## src/rtl/program_loader_if.sv

```systemverilog
// Host/core bus of the program loader: load request, word stream, instruction-memory write port
// and PC override/run controls. The loader is the slave; the boot host side is the master.
interface program_loader_if #(
    parameter int unsigned ADDR_W = 11,
    parameter int unsigned DATA_W = 32
);
    logic              load_start;
    logic [ADDR_W:0]   load_len;
    logic [31:0]       start_pc;
    logic [31:0]       exp_sum;
    logic              in_valid;
    logic [DATA_W-1:0] in_data;
    logic              in_ready;
    logic [DATA_W-1:0] instructionInput;
    logic              instructionWriteEnable;
    logic [ADDR_W-1:0] writeAddr;
    logic [31:0]       PC;
    logic              PC_set;
    logic              core_run;
    logic              busy;
    logic              done;
    logic              err;

    modport slave (
        input  load_start, load_len, start_pc, exp_sum, in_valid, in_data,
        output in_ready, instructionInput, instructionWriteEnable, writeAddr,
               PC, PC_set, core_run, busy, done, err
    );

    modport master (
        output load_start, load_len, start_pc, exp_sum, in_valid, in_data,
        input  in_ready, instructionInput, instructionWriteEnable, writeAddr,
               PC, PC_set, core_run, busy, done, err
    );
endinterface

```

## src/rtl/program_loader.sv

```systemverilog
// Boot sequencer: streams host words into instruction memory, pulses PC_set, then releases the core.
// Define LOADER_CHECKSUM_EN to verify a 32-bit wrapping sum of the loaded words before release.
module program_loader #(
    parameter int unsigned ADDR_W = 11,
    parameter int unsigned DATA_W = 32
) (
    input logic             clk,
    input logic             rst_n,
    program_loader_if.slave bus
);
    typedef enum logic [1:0] {StIdle, StLoad, StSetpc, StRun} state_e;

    localparam logic [ADDR_W:0] MaxLen = {1'b1, {ADDR_W{1'b0}}};
    localparam logic [ADDR_W:0] CntOne = (ADDR_W + 1)'(1);

    state_e            state_q;
    logic [ADDR_W:0]   cnt_q;
    logic [ADDR_W:0]   len_q;
    logic [31:0]       pc_q;
    logic              in_ready_q;
    logic              we_q;
    logic [ADDR_W-1:0] waddr_q;
    logic [DATA_W-1:0] wdata_q;
    logic [31:0]       pc_out_q;
    logic              pc_set_q;
    logic              core_run_q;
    logic              busy_q;
    logic              done_q;
    logic              err_q;
    logic              start_req;
    logic              last_word;

`ifdef LOADER_CHECKSUM_EN
    logic [31:0] exp_q;
    logic [31:0] sum_q;
    logic        chk_phase_q;
    logic        match_q;
`else
    logic unused_exp_sum;
    assign unused_exp_sum = ^bus.exp_sum;
`endif

    // A start request is honoured only from IDLE or RUN; LOAD and SETPC ignore it.
    assign start_req = bus.load_start && (state_q == StIdle || state_q == StRun);
    assign last_word = (cnt_q == len_q - CntOne);

    always_ff @(posedge clk or negedge rst_n) begin
        if (!rst_n) begin
            state_q     <= StIdle;
            cnt_q       <= '0;
            len_q       <= '0;
            pc_q        <= '0;
            in_ready_q  <= 1'b0;
            we_q        <= 1'b0;
            waddr_q     <= '0;
            wdata_q     <= '0;
            pc_out_q    <= '0;
            pc_set_q    <= 1'b0;
            core_run_q  <= 1'b0;
            busy_q      <= 1'b0;
            done_q      <= 1'b0;
            err_q       <= 1'b0;
`ifdef LOADER_CHECKSUM_EN
            exp_q       <= '0;
            sum_q       <= '0;
            chk_phase_q <= 1'b0;
            match_q     <= 1'b0;
`endif
        end else begin
            we_q     <= 1'b0;
            pc_set_q <= 1'b0;
            done_q   <= 1'b0;

            if (start_req) begin
                len_q      <= bus.load_len;
                pc_q       <= bus.start_pc;
                cnt_q      <= '0;
                core_run_q <= 1'b0;
`ifdef LOADER_CHECKSUM_EN
                exp_q      <= bus.exp_sum;
                sum_q      <= '0;
`endif
                if (bus.load_len > MaxLen) begin
                    err_q      <= 1'b1;
                    busy_q     <= 1'b0;
                    in_ready_q <= 1'b0;
                    state_q    <= StIdle;
                end else if (bus.load_len == '0) begin
                    err_q <= 1'b0;
`ifdef LOADER_CHECKSUM_EN
                    // Empty image: the sum is 0, so the compare resolves right here.
                    match_q     <= (bus.exp_sum == 32'd0);
                    chk_phase_q <= 1'b1;
                    busy_q      <= 1'b1;
                    state_q     <= StSetpc;
`else
                    pc_out_q <= bus.start_pc;
                    pc_set_q <= 1'b1;
                    busy_q   <= 1'b0;
                    state_q  <= StRun;
`endif
                end else begin
                    err_q      <= 1'b0;
                    in_ready_q <= 1'b1;
                    busy_q     <= 1'b1;
                    state_q    <= StLoad;
                end
            end else begin
                unique case (state_q)
                    StIdle: begin
                    end
                    StLoad: begin
                        if (bus.in_valid && in_ready_q) begin
                            we_q    <= 1'b1;
                            waddr_q <= cnt_q[ADDR_W-1:0];
                            wdata_q <= bus.in_data;
                            cnt_q   <= cnt_q + CntOne;
`ifdef LOADER_CHECKSUM_EN
                            sum_q   <= sum_q + 32'(bus.in_data);
`endif
                            if (last_word) begin
                                in_ready_q <= 1'b0;
                                state_q    <= StSetpc;
`ifdef LOADER_CHECKSUM_EN
                                chk_phase_q <= 1'b0;
`endif
                            end
                        end
                    end
                    StSetpc: begin
`ifdef LOADER_CHECKSUM_EN
                        if (!chk_phase_q) begin
                            match_q     <= (sum_q == exp_q);
                            chk_phase_q <= 1'b1;
                        end else if (match_q) begin
                            pc_out_q <= pc_q;
                            pc_set_q <= 1'b1;
                            busy_q   <= 1'b0;
                            state_q  <= StRun;
                        end else begin
                            err_q   <= 1'b1;
                            busy_q  <= 1'b0;
                            state_q <= StIdle;
                        end
`else
                        pc_out_q <= pc_q;
                        pc_set_q <= 1'b1;
                        busy_q   <= 1'b0;
                        state_q  <= StRun;
`endif
                    end
                    StRun: begin
                        // First RUN cycle follows the PC_set pulse; release the core here.
                        if (!core_run_q) begin
                            core_run_q <= 1'b1;
                            done_q     <= 1'b1;
                        end
                    end
                    default: state_q <= StIdle;
                endcase
            end
        end
    end

    assign bus.in_ready               = in_ready_q;
    assign bus.instructionInput       = wdata_q;
    assign bus.instructionWriteEnable = we_q;
    assign bus.writeAddr              = waddr_q;
    assign bus.PC                     = pc_out_q;
    assign bus.PC_set                 = pc_set_q;
    assign bus.core_run               = core_run_q;
    assign bus.busy                   = busy_q;
    assign bus.done                   = done_q;
    assign bus.err                    = err_q;
endmodule
```

## src/flat_wrapper.sv

```systemverilog
// flat-port wrapper written by rule: the top's interface ports become plain ports
module program_loader_flat 
#(
    parameter int unsigned ADDR_W = 11,
    parameter int unsigned DATA_W = 32
)
  (clk, rst_n, bus_load_start, bus_load_len, bus_start_pc, bus_exp_sum, bus_in_valid, bus_in_data, bus_in_ready, bus_instructionInput, bus_instructionWriteEnable, bus_writeAddr, bus_PC, bus_PC_set, bus_core_run, bus_busy, bus_done, bus_err);
  program_loader_if #(.ADDR_W(ADDR_W), .DATA_W(DATA_W)) bus_i ();
  input logic clk;
  input logic rst_n;
  input wire logic [$bits(bus_i.load_start)-1:0] bus_load_start;
  input wire logic [$bits(bus_i.load_len)-1:0] bus_load_len;
  input wire logic [$bits(bus_i.start_pc)-1:0] bus_start_pc;
  input wire logic [$bits(bus_i.exp_sum)-1:0] bus_exp_sum;
  input wire logic [$bits(bus_i.in_valid)-1:0] bus_in_valid;
  input wire logic [$bits(bus_i.in_data)-1:0] bus_in_data;
  output wire logic [$bits(bus_i.in_ready)-1:0] bus_in_ready;
  output wire logic [$bits(bus_i.instructionInput)-1:0] bus_instructionInput;
  output wire logic [$bits(bus_i.instructionWriteEnable)-1:0] bus_instructionWriteEnable;
  output wire logic [$bits(bus_i.writeAddr)-1:0] bus_writeAddr;
  output wire logic [$bits(bus_i.PC)-1:0] bus_PC;
  output wire logic [$bits(bus_i.PC_set)-1:0] bus_PC_set;
  output wire logic [$bits(bus_i.core_run)-1:0] bus_core_run;
  output wire logic [$bits(bus_i.busy)-1:0] bus_busy;
  output wire logic [$bits(bus_i.done)-1:0] bus_done;
  output wire logic [$bits(bus_i.err)-1:0] bus_err;
  assign bus_i.load_start = bus_load_start;
  assign bus_i.load_len = bus_load_len;
  assign bus_i.start_pc = bus_start_pc;
  assign bus_i.exp_sum = bus_exp_sum;
  assign bus_i.in_valid = bus_in_valid;
  assign bus_i.in_data = bus_in_data;
  assign bus_in_ready = bus_i.in_ready;
  assign bus_instructionInput = bus_i.instructionInput;
  assign bus_instructionWriteEnable = bus_i.instructionWriteEnable;
  assign bus_writeAddr = bus_i.writeAddr;
  assign bus_PC = bus_i.PC;
  assign bus_PC_set = bus_i.PC_set;
  assign bus_core_run = bus_i.core_run;
  assign bus_busy = bus_i.busy;
  assign bus_done = bus_i.done;
  assign bus_err = bus_i.err;
  program_loader #(.ADDR_W(ADDR_W), .DATA_W(DATA_W)) u_core (.clk(clk), .rst_n(rst_n), .bus(bus_i));
endmodule
```

## config.mk

```make
export PLATFORM = sky130hd
export DESIGN_NAME = program_loader_flat
export DESIGN_NICKNAME = d
export VERILOG_FILES = /design/src/rtl/program_loader_if.sv /design/src/rtl/program_loader.sv /design/src/flat_wrapper.sv
export SDC_FILE = /design/constraint.sdc
export NUM_CORES = 1
export LEC_CHECK = 0
export CAP_MARGIN = 20
export CORE_UTILIZATION = 42
export CTS_BUF_LIST = sky130_fd_sc_hd__clkbuf_16
export CTS_CLUSTER_DIAMETER = 30
export CTS_CLUSTER_SIZE = 30
export DETAILED_ROUTE_END_ITERATION = 6
export HOLD_SLACK_MARGIN = 0.1
export PLACE_DENSITY = 0.89
export SLEW_MARGIN = 5
export SYNTH_ARGS = -nofsm -noshare
export SYNTH_HDL_FRONTEND = slang
export SYNTH_SLANG_ARGS = --single-unit
```

## constraint.sdc

```tcl
create_clock -name clk -period 2.2 [get_ports clk]
set_clock_uncertainty 0.15 [all_clocks]
set_input_delay 0.55 -clock clk [delete_from_list [all_inputs] [get_ports clk]]
set_output_delay 0.55 -clock clk [all_outputs]
set_load 0.05 [all_outputs]
```

# Word level (Yosys, flattened, before mapping)
# Index checks and enable logic that the tools add are counted.
# word_totals
output_inout_bits	82
regBits	140
elab_cells	79
input_bits	112
# classes
reduce_logical	16
magnitude_cmp	1
bitwise	1
n_mux	36
eq_ne	9
add_sub_neg	2
# ops
cell	n
$mux 32	4
$mux 12	3
$mux 1	23
$add 12x1->12 const B	1
$eq 12x12->1	1
$gt 12x12->1 const B	1
$logic_not 12->1	1
$sub 12x1->12 const B	1
$mux 2	5
$reduce_bool 2->1	5
$reduce_and 3->1	3
$ne 3x1->1 const B	2
$eq 2x2->1 const B	2
$ne 2x2->1 const B	2
$pmux 2 s2	1
$reduce_and 4->1	1
$ne 3x3->1 const B	1
$reduce_bool 3->1	1
$eq 2x1->1 const B	1
$logic_and 1x1->1	2
$logic_not 2->1	1
$reduce_and 2->1	1
$logic_or 1x1->1	1
$not 1->1	1

# Longest topological paths before layout
# Gate-level depths: netlist of the first run.
# depth
depth_word	6
depth_mapped	9
mapped_depth_nobuf	9

# Worst setup path before layout of the first run
# OpenSTA, ideal clock, no wires.
# synth_timing
kind	reg-to-reg
start	reg u_core.len_q[0]
end	reg u_core.state_q[0]
stages_incl_launch_ff	10
synth_period_minus_slack_ns	2.426
setup_slack_ns	-0.226
arrival_time_ns	2.150
n_path_buf	0
required_ns	1.924
setup_time_ns	0.126
path_cell_list	dfrtp_1 -> inv_1 -> ha_1 -> nor4b_4 -> a31oi_1 -> a221oi_2 -> nor3_1 -> o41ai_2 -> mux2i_1 -> mux2i_1
# synth_between
elab_chain_len	4
# synth_lines
element	line_no	rtl
start: declaration	program_loader.sv:18	logic [ADDR_W:0] len_q;
start signal: assignment	program_loader.sv:75	len_q <= bus.load_len;
$sub 12x1->12	program_loader.sv:45	assign last_word = (cnt_q == len_q - CntOne);
$eq 12x12->1	program_loader.sv:45	
$ne 3x1->1 (no source line)	-	
$reduce_and 3->1 (no source line)	-	
end signal: assignment	program_loader.sv:49	state_q <= StIdle;
end signal: assignment	program_loader.sv:87	state_q <= StIdle;
end signal: assignment	program_loader.sv:100	state_q <= StRun;
end: declaration	program_loader.sv:16	state_e state_q;
# No other way between the ends.
# A chain may end at the register's enable or synchronous reset.

# Worst setup path after layout of the first run
# Ends and elaborated chain as after synthesis.

==> results of run 1 <==
-- cell families (layout without fill, tap and decap cells) --
| kind of cell | after synthesis | in the layout | share of synthesized area (%) |
|---|---|---|---|
| AND/OR/NAND/NOR | 198 | 198 | 14.6 |
| XOR/XNOR | 24 | 24 | 3.58 |
| flip-flops | 140 | 140 | 59.6 |
| AO/OA/AOI/OAI | 30 | 30 | 3.45 |
| adder cells (fa/ha/maj) | 6 | 6 | 1.28 |
| buffers and inverters | 33 | 262 | 2.39 |
| multiplexers | 79 | 79 | 15.0 |
-- worst register-to-register path: stages, from the launching register on --
cell,delay [ns]
dfrtp_1,0.40
inv_2,0.09
ha_4,0.17
nor4b_4,0.19
buf_4,0.18
buf_6,0.11
o2111a_1,0.17
o21a_1,0.11
o211ai_1,0.18
o41ai_4,0.31
mux2i_1,0.23
mux2i_1,0.08
-- registers in the layout (all words and copies together) (netlist names), 2 cells and up --
register                     cells
u_core.bus.writeAddr            11
u_core.bus.instructionInput     32
u_core.pc_q                     32
u_core.bus.PC                   32
u_core.cnt_q                    12
u_core.len_q                    12
u_core.state_q                   2
-- area by class of cell --
type                            count  area share [%]
Sequential cell                   140            40.2
Multi-Input combinational cell    337            27.2
Inverter                            9           0.387
Clock buffer                       17            4.88
Tap cell                          176            2.53
Clock inverter                     13           0.775
Timing Repair Buffer              223            24.0
-- metrics by stage --
step | TNS (ns) | total power, mW
final | -0.817 | 14.3
after global routing | -1.32 | 15.0
after CTS | -0.667 | 14.2
after detailed placement | -20.74 | 11.5
after global placement | -19.10 | 11.1
after floorplan | -0.0704 | 8.94
-- power by group through the flow --
| stage | logic [mW] | registers, mW | clock network (mW) |
|---|---|---|---|
| floorplan | 2.58 | 6.37 | 0 |
| finish | 7.63 | 4.27 | 2.41 |
| detailed placement | 7.19 | 4.28 | 0 |
| global route | 8.06 | 4.37 | 2.59 |
| global placement | 6.94 | 4.21 | 0 |
| CTS | 7.44 | 4.25 | 2.46 |
-- per-layer routing --
| metal | track usage, % | part of all wire (%) | routed length [µm] | vias to the layer above |
|---|---|---|---|---|
| met5 | 0 | 0 | 0 | - |
| met4 | 9.72 | 2.8 | 433 | 0 |
| met3 | 5.90 | 5.6 | 856 | 37 |
| met2 | 38.9 | 53 | 8170 | 175 |
| met1 | 24.3 | 38 | 5890 | 2314 |
| li1 | - | - | - | 2141 |
-- placed cells by master, fill, tap and decap left out, types with 3 or more instances in the layout --
cell type        Yosys  final
nor3_1               9      6
nand3_1              7      5
clkinv_2             0      5
xor2_1              10     10
clkdlybuf4s15_1      0      5
nand2_1            138    138
buf_12               0      7
o21ai_0             10     10
mux2i_1              5      5
dfrtp_1            140    140
nor2_1              18     18
clkbuf_16            0     18
buf_4                1     84
mux2_2              74     66
nand4_1              4      4
dlygate4sd2_1        0     53
buf_16               0      3
mux2_4               0      8
or3_1                4      4
xnor2_1             14     13
a21oi_1              5      4
clkdlybuf4s50_1      0     67
inv_1                9     12
ha_1                 6      5
-- worst max path at each step --
stage                          from                 to  depth (start not counted)
floorplan           u_core.len_q[0]  u_core.state_q[0]                          9
finish              u_core.len_q[0]  u_core.state_q[0]                         11
global placement    bus_load_len[2]   u_core.bus.PC[5]                          7
CTS                 u_core.len_q[0]  u_core.state_q[0]                         11
global route        u_core.len_q[1]  u_core.state_q[0]                         11
detailed placement  bus_load_len[4]   u_core.bus.PC[2]                          7
-- repair_timing --
action	4_1_cts	5_1_grt
setup endpoints to repair	82	23
hold endpoints to repair	48	0
setup buffers	9	3
resized for setup	80	13
gates cloned	3	1
pin swaps	10	10
hold buffers	1	0
==> metrics.csv, run 1 <==
stage,metric,value,unit
route,drtIter0Drc,235,
power,pwr-share-comb,53.3,%
hold_path,whs_path_depth,2,
finish,final_nets,846,
timing,final.min_clock_period,2.49,ns
clock_tree,insertion_delay,0.41,ns
logic_synthesis,synth.area.top_cells,"dfrtp_1 (60%), mux2_2 (14%), nand2_1 (8.8%)",
power,p_int,8.07,mW
power,p_switching,6.24,mW
route,routed_wl,15300,µm
critical_path,crit_family,compound AO/OA/AOI/OAI gates,
finish,final_core_util,64.8,%
logic_synthesis,synth_warnings,0,
timing,period_share,113,%
timing,fmax,402,MHz
clock_tree,cts.htree.levels,4,
logic_synthesis,synth_async_sr_flop_share,100,%
floorplanning,initial_core_util,43.7,%
timing,hold_slack,0.317,ns
timing,tightest_slew,0.536,ns
finish,layout.area.seq,0.00350,mm²
finish,drive_gt1_share,29.6,%
power,ir_drop,1140,µV
logic_synthesis,yosysTopAreaCellShare,59.6,%
clock_tree,cts_buffers,17,
placement,hpwl,10100,µm
floorplanning,pin_count,194,
placement,place_inst,870,
power,power_leakage,4.29,nW
logic_synthesis,syn_nets,628,
critical_path,cpMaxStageDelayCell,dfrtp_1,
clock_tree,cts.sinks,140,
critical_path,critPathLaunchType,flop,
floorplanning,rows,42,
floorplanning,core_area,0.0135,mm²
run_status,violations,negative setup slack,
critical_path,path_class,reg -> reg,
hold_path,min-delay-start,u_core.pc_q[9],
global_route,grt_max_degree,53,
finish,multiInputGateArea,0.00237,mm²
hold_path,hold_class,reg -> reg,
placement,pre_cts_slack,-0.612,ns
finish,syn2layout_area_growth,48.5,%
finish,fin_area,0.00872,mm²
logic_synthesis,synth.most_common_cell,dfrtp_1,
route,vias,4667,
timing,setup_ws,-0.289,ns
critical_path,endpoint_kind,flop,
clock_tree,cts_tree,done,
timing,hold_violations,0,
logic_synthesis,synthTopCellsByCount,"dfrtp_1 (140), nand2_1 (138), mux2_2 (74)",
critical_path,cp.arrival,2.63,ns
floorplanning,die_x,120,µm
route,vias_per_cell,5.10,
critical_path,rrSetupSlack,-0.29,ns
timing,setup_viol,10,
power,pwr-share-clk,16.9,%
placement,place_area,0.00797,mm²
critical_path,slowest_delay,0.40,ns
logic_synthesis,synth_edf_count,0,
critical_path,crit_required,2.34,ns
logic_synthesis,syn_inst,510,
clock_tree,clk_pin_slew_worst_paths,0.06,ns
finish,fin_cells,915,
critical_path,r2r_cells,11,
power,p_per_area,1640,mW/mm²
global_route,grtUsageTotal,21.8,%
route,dr.pass1.iters,5,
critical_path,timing.rr.end,u_core.state_q[0],
timing,rsz0062_at_grt,true,
placement,routabilityCongestion,0.890,
logic_synthesis,yosysUniqueCellTypes,44,
timing,drv_slew,0,
global_route,grt_pass1_wl,24400,µm
critical_path,r2r-start,u_core.len_q[0],
logic_synthesis,synth.avg_cell_area,11.5,µm²
run,max-cap-violations,0,
finish,antennaDiodeCount,0,
logic_synthesis,ys_seq_area_share,59.6,%
logic_synthesis,synth.largest_area_cell,dfrtp_1,
global_route,antenna_found_initial,0,
finish,n_fill_cell,1012,
run_status,status,finished with violations,
power,sw_frac_of_total,43.6,%
critical_path,crit_top_cell,mux2i_1,
route,final_antenna_net_count,0,
floorplanning,die_h,120,µm
hold_path,min_to,u_core.pc_q[9],
floorplanning,die_area,0.0145,mm²
route,wl_per_cell,16.8,µm
logic_synthesis,synth_flop_cell,dfrtp_1,
critical_path,timing.critical_path.buf_inv,3,
global_route,grt_pass1_vias,5090,
critical_path,crit_chain,"inv_2, ha_4, nor4b_4, buf_4, buf_6, o2111a_1, o21a_1, o211ai_1, o41ai_4, mux2i_1, mux2i_1",
placement,portBuffers,161,
route,drc,0,
logic_synthesis,netlist_area,0.00587,mm²
logic_synthesis,synth-seq-cells,140,
timing,slew_headroom,64.0,%
clock_tree,root_buffer,clkbuf_16,
critical_path,cp_max_fo,5,
clock_tree,clk_path_buf_depth,2,
global_route,grt_overflow,0,
power,seqPwrFrac,29.8,%
(Power assumes the default switching activity.)
==> run 2, diff against run 1 <==
--- a/config.mk
+++ b/config.mk
@@ -6,13 +6,13 @@
 export NUM_CORES = 1
 export LEC_CHECK = 0
 export CAP_MARGIN = 20
-export CORE_UTILIZATION = 42
+export CORE_UTILIZATION = 40
 export CTS_BUF_LIST = sky130_fd_sc_hd__clkbuf_16
 export CTS_CLUSTER_DIAMETER = 30
 export CTS_CLUSTER_SIZE = 30
 export DETAILED_ROUTE_END_ITERATION = 6
 export HOLD_SLACK_MARGIN = 0.1
-export PLACE_DENSITY = 0.89
+export PLACE_DENSITY = 0.86
 export SLEW_MARGIN = 5
 export SYNTH_ARGS = -nofsm -noshare
 export SYNTH_HDL_FRONTEND = slang
==> run 2 against run 1 <==
The run still ends with negative setup slack left. Fmax shrank 3.0%. Final cell count grew 0.98%. Utilization shrank 2.7 points. Combinational power shrank 1%. Worst setup slack lost 0.078 ns. Sequential share of layout area shrank 0.18 points. Critical endpoint unchanged.
==> metrics.csv, run 2 (synthesis results as in run 1) <==
stage,metric,value,unit,change
floorplanning,die_h,123,µm,+2.4%
timing,drv_slew,0,,unchanged
critical_path,endpoint_kind,flop,,
critical_path,timing.rr.end,u_core.state_q[0],,
clock_tree,cts.sinks,140,,unchanged
finish,fin_cells,924,,+0.98%
power,total_power,14.4,mW,+0.52%
timing,tightest_slew,0.509,ns,-0.0267 ns
run,max-cap-violations,0,,unchanged
route,drc,0,,unchanged
finish,antennaDiodeCount,0,,unchanged
critical_path,critPathLaunchType,flop,,
hold_path,hold_class,in -> reg,,
clock_tree,cts.htree.levels,4,,unchanged
power,p_per_area,1640,mW/mm²,about the same
finish,multiInputGateArea,0.00238,mm²,+0.42%
global_route,grt_pass1_vias,5083,,-0.14%
floorplanning,pin_count,194,,unchanged
hold_path,min-delay-start,bus_load_len[4],,
timing,slew_headroom,65.8,%,+1.8 points
global_route,antenna_found_initial,0,,unchanged
global_route,grt_pass1_wl,24500,µm,+0.62%
route,dr.pass1.iters,4,,-1
timing,fmax,390,MHz,-3.0%
clock_tree,root_buffer,clkbuf_16,,
finish,final_core_util,62.2,%,-2.7 points
hold_path,whs_path_depth,3,,+1
clock_tree,clk_path_buf_depth,2,,unchanged
global_route,grt_max_degree,52,,-1.9%
route,wl_per_cell,16.6,µm,-1.2%
power,ir_drop,983,µV,-13%
clock_tree,clk_pin_slew_worst_paths,0.06,ns,about the same
run_status,violations,negative setup slack,,
route,final_antenna_net_count,0,,unchanged
timing,period_share,117,%,+3.5 points
floorplanning,initial_core_util,41.7,%,-2.0 points
critical_path,crit_required,2.35,ns,about the same
run_status,status,finished with violations,,
critical_path,cp_max_fo,5,,unchanged
floorplanning,rows,43,,+2.4%
critical_path,r2r-start,u_core.len_q[1],,
finish,final_cell_mix,"dfrtp_1 (140), nand2_1 (137), buf_4 (97), mux2_2 (73), clkdlybuf4s50_1 (67)",,
route,vias,4650,,-0.36%
finish,n_fill_cell,1092,,+7.9%
timing,setup_viol,35,,+25
finish,layout.area.seq,0.00350,mm²,unchanged
route,vias_per_cell,5.03,,-1.3%
critical_path,path_class,reg -> reg,,
floorplanning,core_area,0.0141,mm²,+4.8%
timing,final.min_clock_period,2.57,ns,+0.0777 ns
finish,drive_gt1_share,31.7,%,+2.1 points
critical_path,r2r_cells,10,,-1
clock_tree,insertion_delay,0.42,ns,about the same
finish,final_nets,849,,+0.35%
placement,routabilityCongestion,0.889,,about the same
power,power_leakage,4.30,nW,+0.16%
timing,rsz0062_at_grt,true,,
critical_path,cp.arrival,2.71,ns,+0.08 ns
placement,portBuffers,161,,unchanged
floorplanning,die_area,0.0152,mm²,+4.9%
timing,hold_violations,0,,unchanged
route,routed_wl,15300,µm,-0.21%
critical_path,rrSetupSlack,-0.37,ns,-0.08 ns
global_route,grt_overflow,0,,unchanged
route,drtIter0Drc,208,,-11%
placement,place_inst,870,,unchanged
timing,setup_ws,-0.366,ns,-0.0777 ns
placement,pre_cts_slack,-0.566,ns,+0.0460 ns
placement,hpwl,10100,µm,-0.67%
hold_path,min_to,u_core.len_q[4],,
finish,final_common_cell,dfrtp_1,,
floorplanning,die_x,123,µm,+2.4%
global_route,grtUsageTotal,21.4,%,-0.43 points
timing,finalSetupTns,-2.45,ns,-1.63 ns
clock_tree,cts_buffers,17,,unchanged
finish,syn2layout_area_growth,49.1,%,
clock_tree,cts_tree,done,,
==> run 2: through the flow <==
stage	hold slack (ns)	instance area [µm²]
2_1_floorplan	0.104	5920
6_report	0.229	8760
3_5_place_dp	0.302	7920
5_1_grt	0.251	8760
3_3_place_gp	0.295	7920
4_1_cts	0.309	8670
==> run 2: power by group <==
part | total, mW | switching [mW] | internal, mW | leakage (nW)
sequential | 4.26 | 0.607 | 3.65 | 1.76
combinational | 7.55 | 4.55 | 3.00 | 2.27
clock | 2.58 | 1.05 | 1.52 | 0.266
==> run 2: what timing repair did <==
action,CTS,global route
pin swaps,12,9
endpoints found under the setup margin,74,39
endpoints found under the hold margin,44,0
resized for setup,63,18
cloned,3,0
hold buffers,1,0
setup buffers,17,3
==> run 2: layer usage <==
layer | part of all wire (%) | up-vias | track usage [%]
met1 | 38 | 2320 | 23.2
met4 | 2.4 | 0 | 9.19
li1 | - | 2155 | -
met2 | 53 | 146 | 38.1
met3 | 6.7 | 29 | 6.87
met5 | 0 | - | 0
==> run 2: cell type report <==
cell class	instances	share of cell area, %
flip-flops and latches	140	40.0
well taps	180	2.57
clock inverters	15	1.26
multi-input cells	337	27.2
clock buffers	17	4.86
repair buffers	226	23.7
inverters	9	0.386
==> run 2: worst max-delay path, stage by stage (launching register included) <==
cell	delay (ns)
dfrtp_1	0.40
inv_2	0.11
ha_4	0.17
nor4b_4	0.23
buf_4	0.17
a31oi_4	0.10
a221oi_4	0.34
nor3_4	0.10
o41ai_4	0.34
mux2i_1	0.23
mux2i_1	0.09
==> run 2: how the worst max path moves through the flow <==
stage / start / end / slack (ns) / depth (start not counted)
final: u_core.len_q[1] / u_core.state_q[0] / -0.37 / 10
after global routing: u_core.len_q[1] / u_core.state_q[0] / -0.50 / 10
after CTS: u_core.len_q[1] / u_core.state_q[0] / -0.23 / 8
after detailed placement: bus_load_len[2] / u_core.bus.PC[11] / -0.57 / 7
after global placement: bus_load_len[2] / u_core.bus.PC[0] / -0.54 / 7
after floorplan: u_core.len_q[0] / u_core.state_q[0] / -0.07 / 9
